$ cat src/rtl/button_pulse_conditioner.sv
// Raw push-button to clean single-cycle strobe: 2-flop synchroniser, debounce counter, press/release FSM.
// Optional auto-repeat while held is enabled by defining BUTTON_AUTO_REPEAT_EN.
module button_pulse_conditioner #(
  parameter int unsigned DEBOUNCE_CYCLES = 4,
  parameter int unsigned DB_WIDTH        = 8,
  parameter int unsigned REPEAT_PERIOD   = 16
) (
  input  logic CLK,
  input  logic RESET,
  input  logic BTN_IN,
  output logic PULSE_OUT,
  output logic BTN_LEVEL
);

  typedef enum logic [1:0] {
    RELEASED     = 2'd0,
    PRESS_PEND   = 2'd1,
    PRESSED      = 2'd2,
    RELEASE_PEND = 2'd3
  } state_t;

  localparam logic [DB_WIDTH-1:0] DB_LIMIT = DB_WIDTH'(DEBOUNCE_CYCLES);
  localparam logic [DB_WIDTH-1:0] CNT_ONE  = DB_WIDTH'(1);

  // Both periods must fit the counter and be non-zero.
  if (DEBOUNCE_CYCLES == 0 || (DEBOUNCE_CYCLES >> DB_WIDTH) != 0 ||
      REPEAT_PERIOD == 0 || (REPEAT_PERIOD >> DB_WIDTH) != 0) begin : g_bad_cfg
    $error("button_pulse_conditioner: DEBOUNCE_CYCLES/REPEAT_PERIOD out of range for DB_WIDTH");
  end

`ifdef BUTTON_AUTO_REPEAT_EN
  localparam logic [DB_WIDTH-1:0] RPT_LIMIT = DB_WIDTH'(REPEAT_PERIOD - 1);
`endif

  logic                s1;
  logic                s2;
  state_t              state;
  logic [DB_WIDTH-1:0] cnt;

  // Two-flop synchroniser for the asynchronous button level.
  always_ff @(posedge CLK or negedge RESET) begin
    if (!RESET) begin
      s1 <= 1'b0;
      s2 <= 1'b0;
    end else begin
      s1 <= BTN_IN;
      s2 <= s1;
    end
  end

  // Press/release FSM; cnt is cleared on every state change so it never wraps.
  always_ff @(posedge CLK or negedge RESET) begin
    if (!RESET) begin
      state     <= RELEASED;
      cnt       <= '0;
      PULSE_OUT <= 1'b0;
      BTN_LEVEL <= 1'b0;
    end else begin
      PULSE_OUT <= 1'b0;
      case (state)
        RELEASED: begin
          if (s2) begin
            state <= PRESS_PEND;
            cnt   <= CNT_ONE;
          end else begin
            cnt   <= '0;
          end
        end
        PRESS_PEND: begin
          if (!s2) begin
            state <= RELEASED;
            cnt   <= '0;
          end else if (cnt == DB_LIMIT) begin
            state     <= PRESSED;
            cnt       <= '0;
            PULSE_OUT <= 1'b1;
            BTN_LEVEL <= 1'b1;
          end else begin
            cnt <= cnt + CNT_ONE;
          end
        end
        PRESSED: begin
          if (!s2) begin
            state <= RELEASE_PEND;
            cnt   <= CNT_ONE;
          end
`ifdef BUTTON_AUTO_REPEAT_EN
          else if (cnt == RPT_LIMIT) begin
            PULSE_OUT <= 1'b1;
            cnt       <= '0;
          end else begin
            cnt <= cnt + CNT_ONE;
          end
`endif
        end
        RELEASE_PEND: begin
          if (s2) begin
            state <= PRESSED;
            cnt   <= '0;
          end else if (cnt == DB_LIMIT) begin
            state     <= RELEASED;
            cnt       <= '0;
            BTN_LEVEL <= 1'b0;
          end else begin
            cnt <= cnt + CNT_ONE;
          end
        end
        default: begin
          state     <= RELEASED;
          cnt       <= '0;
          BTN_LEVEL <= 1'b0;
        end
      endcase
    end
  end

endmodule

$ cat config.mk
export PLATFORM = sky130hd
export DESIGN_NAME = button_pulse_conditioner
export DESIGN_NICKNAME = d
export VERILOG_FILES = /design/src/rtl/button_pulse_conditioner.sv
export SDC_FILE = /design/constraint.sdc
export NUM_CORES = 1
export LEC_CHECK = 0
export CORE_AREA = 3 3 40 42
export CTS_BUF_LIST = sky130_fd_sc_hd__clkbuf_4 sky130_fd_sc_hd__clkbuf_8
export DETAILED_ROUTE_END_ITERATION = 8
export DIE_AREA = 0 0 43 45
export PLACE_DENSITY_LB_ADDON = 0.15
export SLEW_MARGIN = 20
export SYNTH_ARGS = -nofsm -noshare
export SYNTH_HDL_FRONTEND = slang
export SYNTH_SLANG_ARGS = --single-unit
$ cat constraint.sdc
create_clock -name CLK -period 1.8 [get_ports CLK]
set_input_delay 0.36 -clock CLK [delete_from_list [all_inputs] [get_ports CLK]]
set_output_delay 0.36 -clock CLK [all_outputs]
set_load 0.05 [all_outputs]
---- After elaboration in Yosys (flattened, before gate mapping) ----
Cells that the tools add are included.
cells by class
  $add $sub $neg .......................... 1
  reduce and logical (&&, ||, !) cells .... 4
  equality and inequality tests ........... 12
  mux-type cells .......................... 21
operators by type and width
  cell                                                                    number
  8-bit 2-to-1 mux                                                        4
  8-bit one-hot mux with 4 select lines                                   1
  2-bit 2-to-1 mux                                                        6
  2-bit inequality test (second input constant)                           6
  8-bit by 1-bit adder with 8-bit output (second input constant)          1
  8-bit by 3-bit equality test with 1-bit output (second input constant)  1
  1-bit 2-to-1 mux                                                        8
  2-bit one-hot mux with 4 select lines                                   1
  3-bit inequality test (second input constant)                           2
  5-bit AND reduction                                                     1
  2-bit equality test (second input constant)                             2
  4-bit AND reduction                                                     1
  2-bit by 1-bit equality test with 1-bit output (second input constant)  1
  2-bit zero test                                                         1
  1-bit one-hot mux with 2 select lines                                   1
  2-bit nonzero test                                                      1
word-level totals
  register bits after elaboration ......... 14
  logic and storage cells ................. 44
  input port bits ......................... 3
  output and inout bits ................... 2

---- Longest topological paths before layout ----
Gate-level depths: netlist of the first run.
  depth after elaboration ................. 4
  mapped depth ............................ 7
  mapped depth without buffers ............ 6

---- Worst setup path before layout of the first run ----
OpenSTA, ideal clock, no wires.
  path type ............................... flip-flop to flip-flop
  start point ............................. register cnt[0]
  end point ............................... register cnt[6]
  path buffers ............................ 1
  period minus slack after synthesis ...... 1.501 ns
  slack ................................... 0.299 ns
  required time ........................... 1.721 ns
  cell stages (with the launch flop) ...... 8
  library setup time ...................... 0.079 ns
  data arrival time ....................... 1.422 ns
  cell sequence ........................... dfrtp_1 -> inv_1 -> ha_1 -> and4bb_4 -> a211oi_2 -> buf_6 -> nand4_1 -> mux2i_1
on the way
  word-level cells in the longest chain between the ends .. 4
  elaborated cells between the ends (all ways) .. 6
  those cells by class .................... 1 x add/sub; 1 x eq/ne; 4 x mux
RTL lines
  item                                                                                                             RTL line  RTL
  start: declaration                                                                                               38        logic [DB_WIDTH-1:0] cnt;
  start signal: assignment                                                                                         79        cnt <= cnt + CNT_ONE;
  start signal: assignment                                                                                         105       cnt <= cnt + CNT_ONE;
  8-bit by 1-bit adder with 8-bit output / 8-bit by 3-bit equality test with 1-bit output (equally long branches)  -
  8-bit 2-to-1 mux *                                                                                               73, 100
  8-bit 2-to-1 mux (on tied branches)                                                                              97, 70
  8-bit one-hot mux with 4 select lines *                                                                          60        case (state)
Every way passes the cells marked *; elsewhere a longest branch is shown, timed or not.
A chain may end at the register's enable or synchronous reset.

---- Worst setup path in the final report of the first run ----
  start point ............................. register cnt[0]
  end point ............................... register cnt[5]
Same word-level chain as after synthesis.

==> flow_metrics.py, run 1 <==
metrics = {
    "outcome": {
        "status": "complete, no violations",
    },
    "worst_setup_path": {
        "critical_path_class": "reg -> reg",
        "startpoint": "cnt[0]$_DFFE_PN0P_",
        "crit_required_ps": 1970,
        "reg2reg_setup_slack_ps": 160,
        "cp-end-kind": "flop",
        "cp-start-kind": "flop",
        "max_stage_delay_ps": 440,
        "critPathArrivalTime_ps": 1810,
        "cp_max_fo": 12,
        "worstReg2RegStart": "cnt[0]$_DFFE_PN0P_",
        "crit_chain": "inv_1, ha_1, and4bb_4, a211oi_2, buf_4, a21o_1, a22o_1",
        "slowest_stage": "dfrtp_1",
    },
    "floorplanning": {
        "io-pin-count": 5,
        "start_util": 0.5540,
        "rows": 13,
        "die_h_um": 45,
        "fp.dieW_um": 43,
        "die_area_sq_um": 1935,
        "core-area_sq_um": 1285,
    },
    "final_layout": {
        "num_antenna_cells": 0,
        "layout_commonest_cell": "dfrtp_1",
        "final_cell_mix": "dfrtp_1, nor2_1, nand3_1, nand2_1",
        "syn2layout_area_growth_pct": 11.60,
        "drive_gt1_frac": 0.1600,
        "finalNetCount": 81,
        "nFillCells": 106,
    },
    "clocking": {
        "cts_tree": "yes",
        "clockRootBuffer": "clkbuf_4",
        "clock_path_buffers": 2,
        "cts_setup_buffers": 0,
        "htree_levels": 1,
        "clock_sinks": 14,
        "cts_resized": 0,
        "clkSlewWorstSetupHoldPaths_ps": 80,
        "clock_latency_ps": 280,
        "postCtsHoldBufs": 0,
        "cts_buffers": 3,
    },
    "power": {
        "cellInternalPower_w": 0.0005530,
        "power_frac_clock": 0.279,
        "p_per_area_nw_per_um2": 1002,
        "p_seq_frac": 0.491,
        "swShare": 0.3054,
        "finalPower_w": 0.0007962,
        "switchingPower_w": 0.0002432,
        "leakagePower_nw": 0.3864,
        "combPwrFrac": 0.230,
        "ir_drop_v": 0.0006173,
    },
    "logic_synthesis": {
        "synth_cell_types": 26,
        "syn_area_per_cell_sq_um": 10.63,
        "syn_area_sq_um": 711.9,
        "synthAdderAreaFrac": 0.03515,
        "synth_xor_area_frac": 0.01230,
        "ys_seq_area_frac": 0.4921,
        "synth.net_count": 72,
        "synth_compound_area_frac": 0.1722,
        "synth_top_family_by_area": "simple AND/OR/NAND/NOR gates",
        "synth.area.mux_share": 0.02988,
        "yosysWarnings": 0,
        "ys_ff_latch": 14,
        "netlist_instances": 67,
        "synth_simple_gate_area_frac": 0.2109,
    },
    "drt": {
        "vias_per_cell": 5.656,
        "drt-pass1-iter-count": 2,
        "routed_wirelength_mm": 1.174,
        "antenna_left": 0,
        "dr.first_iter.drc_count": 4,
        "drc": 0,
        "wl_per_cell_um": 13.04,
        "via_count": 509,
    },
    "timing": {
        "timing.final.crit_period_ps": 1638,
        "timing.final.crit_share": 0.9099,
        "setup_viol": 0,
        "worst_slew_pin_slew_ps": 464.3,
        "fin_tns_setup_ps": 0,
        "max_freq_ghz": 0.6106,
        "relSlewSlack": 0.6893,
        "rsz0062_at_grt": "no",
        "holdWs_ps": 358.6,
        "slew_viol_final": 0,
        "fin_worst_skew_ps": 0.9662,
        "hold_viol": 0,
    },
    "run": {
        "max_cap_viol_count": 0,
    },
    "grt": {
        "track_usage": 0.1465,
        "grt_max_degree": 15,
        "antenna_found_initial": 0,
        "grt_overflow": 0,
        "first_global_vias": 483,
        "grt_pass1_wl_mm": 2.035,
    },
    "placement": {
        "io_buffers": 4,
        "place_congestion": 0.7328,
        "dp_hpwl_um": 848.4,
    },
    "min_path": {
        "min-delay-start": "s1$_DFF_PN0_",
        "hp-class": "reg -> reg",
    },
}
[kinds of logic (layout without fill, tap and decap cells)]
| logic type | count (synthesis) | count (layout) |
|---|---|---|
| AOI/OAI and AO/OA | 17 | 17 |
| buffers and inverters | 5 | 13 |
| DFF | 14 | 14 |
| muxes | 2 | 2 |
| and+or+nand+nor | 26 | 26 |
| xor gates and xnor gates | 1 | 1 |
| adders and majority gates | 2 | 2 |
[critical path, delay by kind of cell, from the launching register on]
family	cells	cell delay, ps
flip-flops	1	440
buffers and inverters	2	260
AND/OR/NAND/NOR	1	250
AO/OA/AOI/OAI	3	440
adder cells (fa/ha/maj)	1	140
[flip-flops by register name, indices dropped and copies added (netlist names), named ones only]
signal and cells:
BTN_LEVEL 1, PULSE_OUT 1, cnt 8, s1 1
s2 1, state 1
[area by class of cell]
cell class | instances | area [sq um] | area share
timing repair buffer | 6 | 50.05 | 0.06299
inverter | 3 | 11.26 | 0.01417
clock buffer | 4 | 36.28 | 0.04567
multi-input combinational | 48 | 327.8 | 0.4126
tap | 15 | 18.77 | 0.02362
sequential | 14 | 350.3 | 0.4409
[power groups by stage]
stage	sequential, W	combinational (W)	clock [W]
detailed placement	0.000397	0.000183	0
global placement	0.000395	0.000178	0
CTS	0.000390	0.000184	0.000228
global route	0.000397	0.000208	0.000240
finish	0.000391	0.000183	0.000222
floorplan	0.000401	0.000135	0
[synthesized netlist by cell type]
| master | n | area (sq um) |
|---|---|---|
| o21ai_1 | 1 | 5.000 |
| mux2i_1 | 1 | 10.01 |
| nor3_2 | 1 | 10.01 |
| ha_1 | 2 | 25.02 |
| and3_1 | 2 | 12.51 |
| a22o_1 | 4 | 35.03 |
| buf_6 | 2 | 22.52 |
| a2111oi_0 | 1 | 8.760 |
| a21o_1 | 3 | 22.52 |
| and3_2 | 1 | 7.510 |
| mux2_1 | 1 | 11.26 |
| and4_1 | 1 | 8.760 |
| a21oi_1 | 4 | 20.02 |
| nand2_1 | 5 | 18.77 |
| inv_1 | 3 | 11.26 |
| a211oi_2 | 1 | 12.51 |
| nor3b_1 | 1 | 7.510 |
| o21ai_0 | 2 | 10.01 |
| and4bb_4 | 1 | 16.27 |
| xnor2_1 | 1 | 8.760 |
| nand4_1 | 1 | 6.260 |
| nand3b_1 | 2 | 15.01 |
| dfrtp_1 | 14 | 350.3 |
| nor2_1 | 6 | 22.52 |
| nand3_1 | 5 | 25.02 |
| o221ai_1 | 1 | 8.760 |
[through the flow]
step           setup WS [ps]  instances  instance area (sq um)    util
2_1_floorplan          299.1         67                  711.9       -
3_3_place_gp           199.2         86                  758.2  0.5901
3_5_place_dp           183.3         86                  758.2  0.5901
4_1_cts                168.6         90                  794.5  0.6183
5_1_grt                27.06         90                  794.5  0.6183
6_report               162.2         90                  794.5  0.6183
[per-layer routing]
layer,track usage,routed length (um)
met1,0.1823,592
met3,0.02390,40
met4,0.1084,34
met2,0.2305,507
met5,0,0
[worst paths after layout]
path                                    endpoint  depth (start not counted)
setup reg to reg              cnt[5]$_DFFE_PN0P_                          7
hold / removal                      s2$_DFF_PN0_                          0
min in group asynchronous  BTN_LEVEL$_DFFE_PN0P_                          2
setup / recovery              cnt[5]$_DFFE_PN0P_                          7
max in group asynchronous     cnt[7]$_DFFE_PN0P_                          2
hold reg to reg                     s2$_DFF_PN0_                          0
(Power assumes the default switching activity.)
==> run 2: changes to the inputs <==
SKIP_LAST_GASP = 1   (was default)
==> results of run 2 <==
No change in the layout: final DEF, timing and power equal those of run 1.
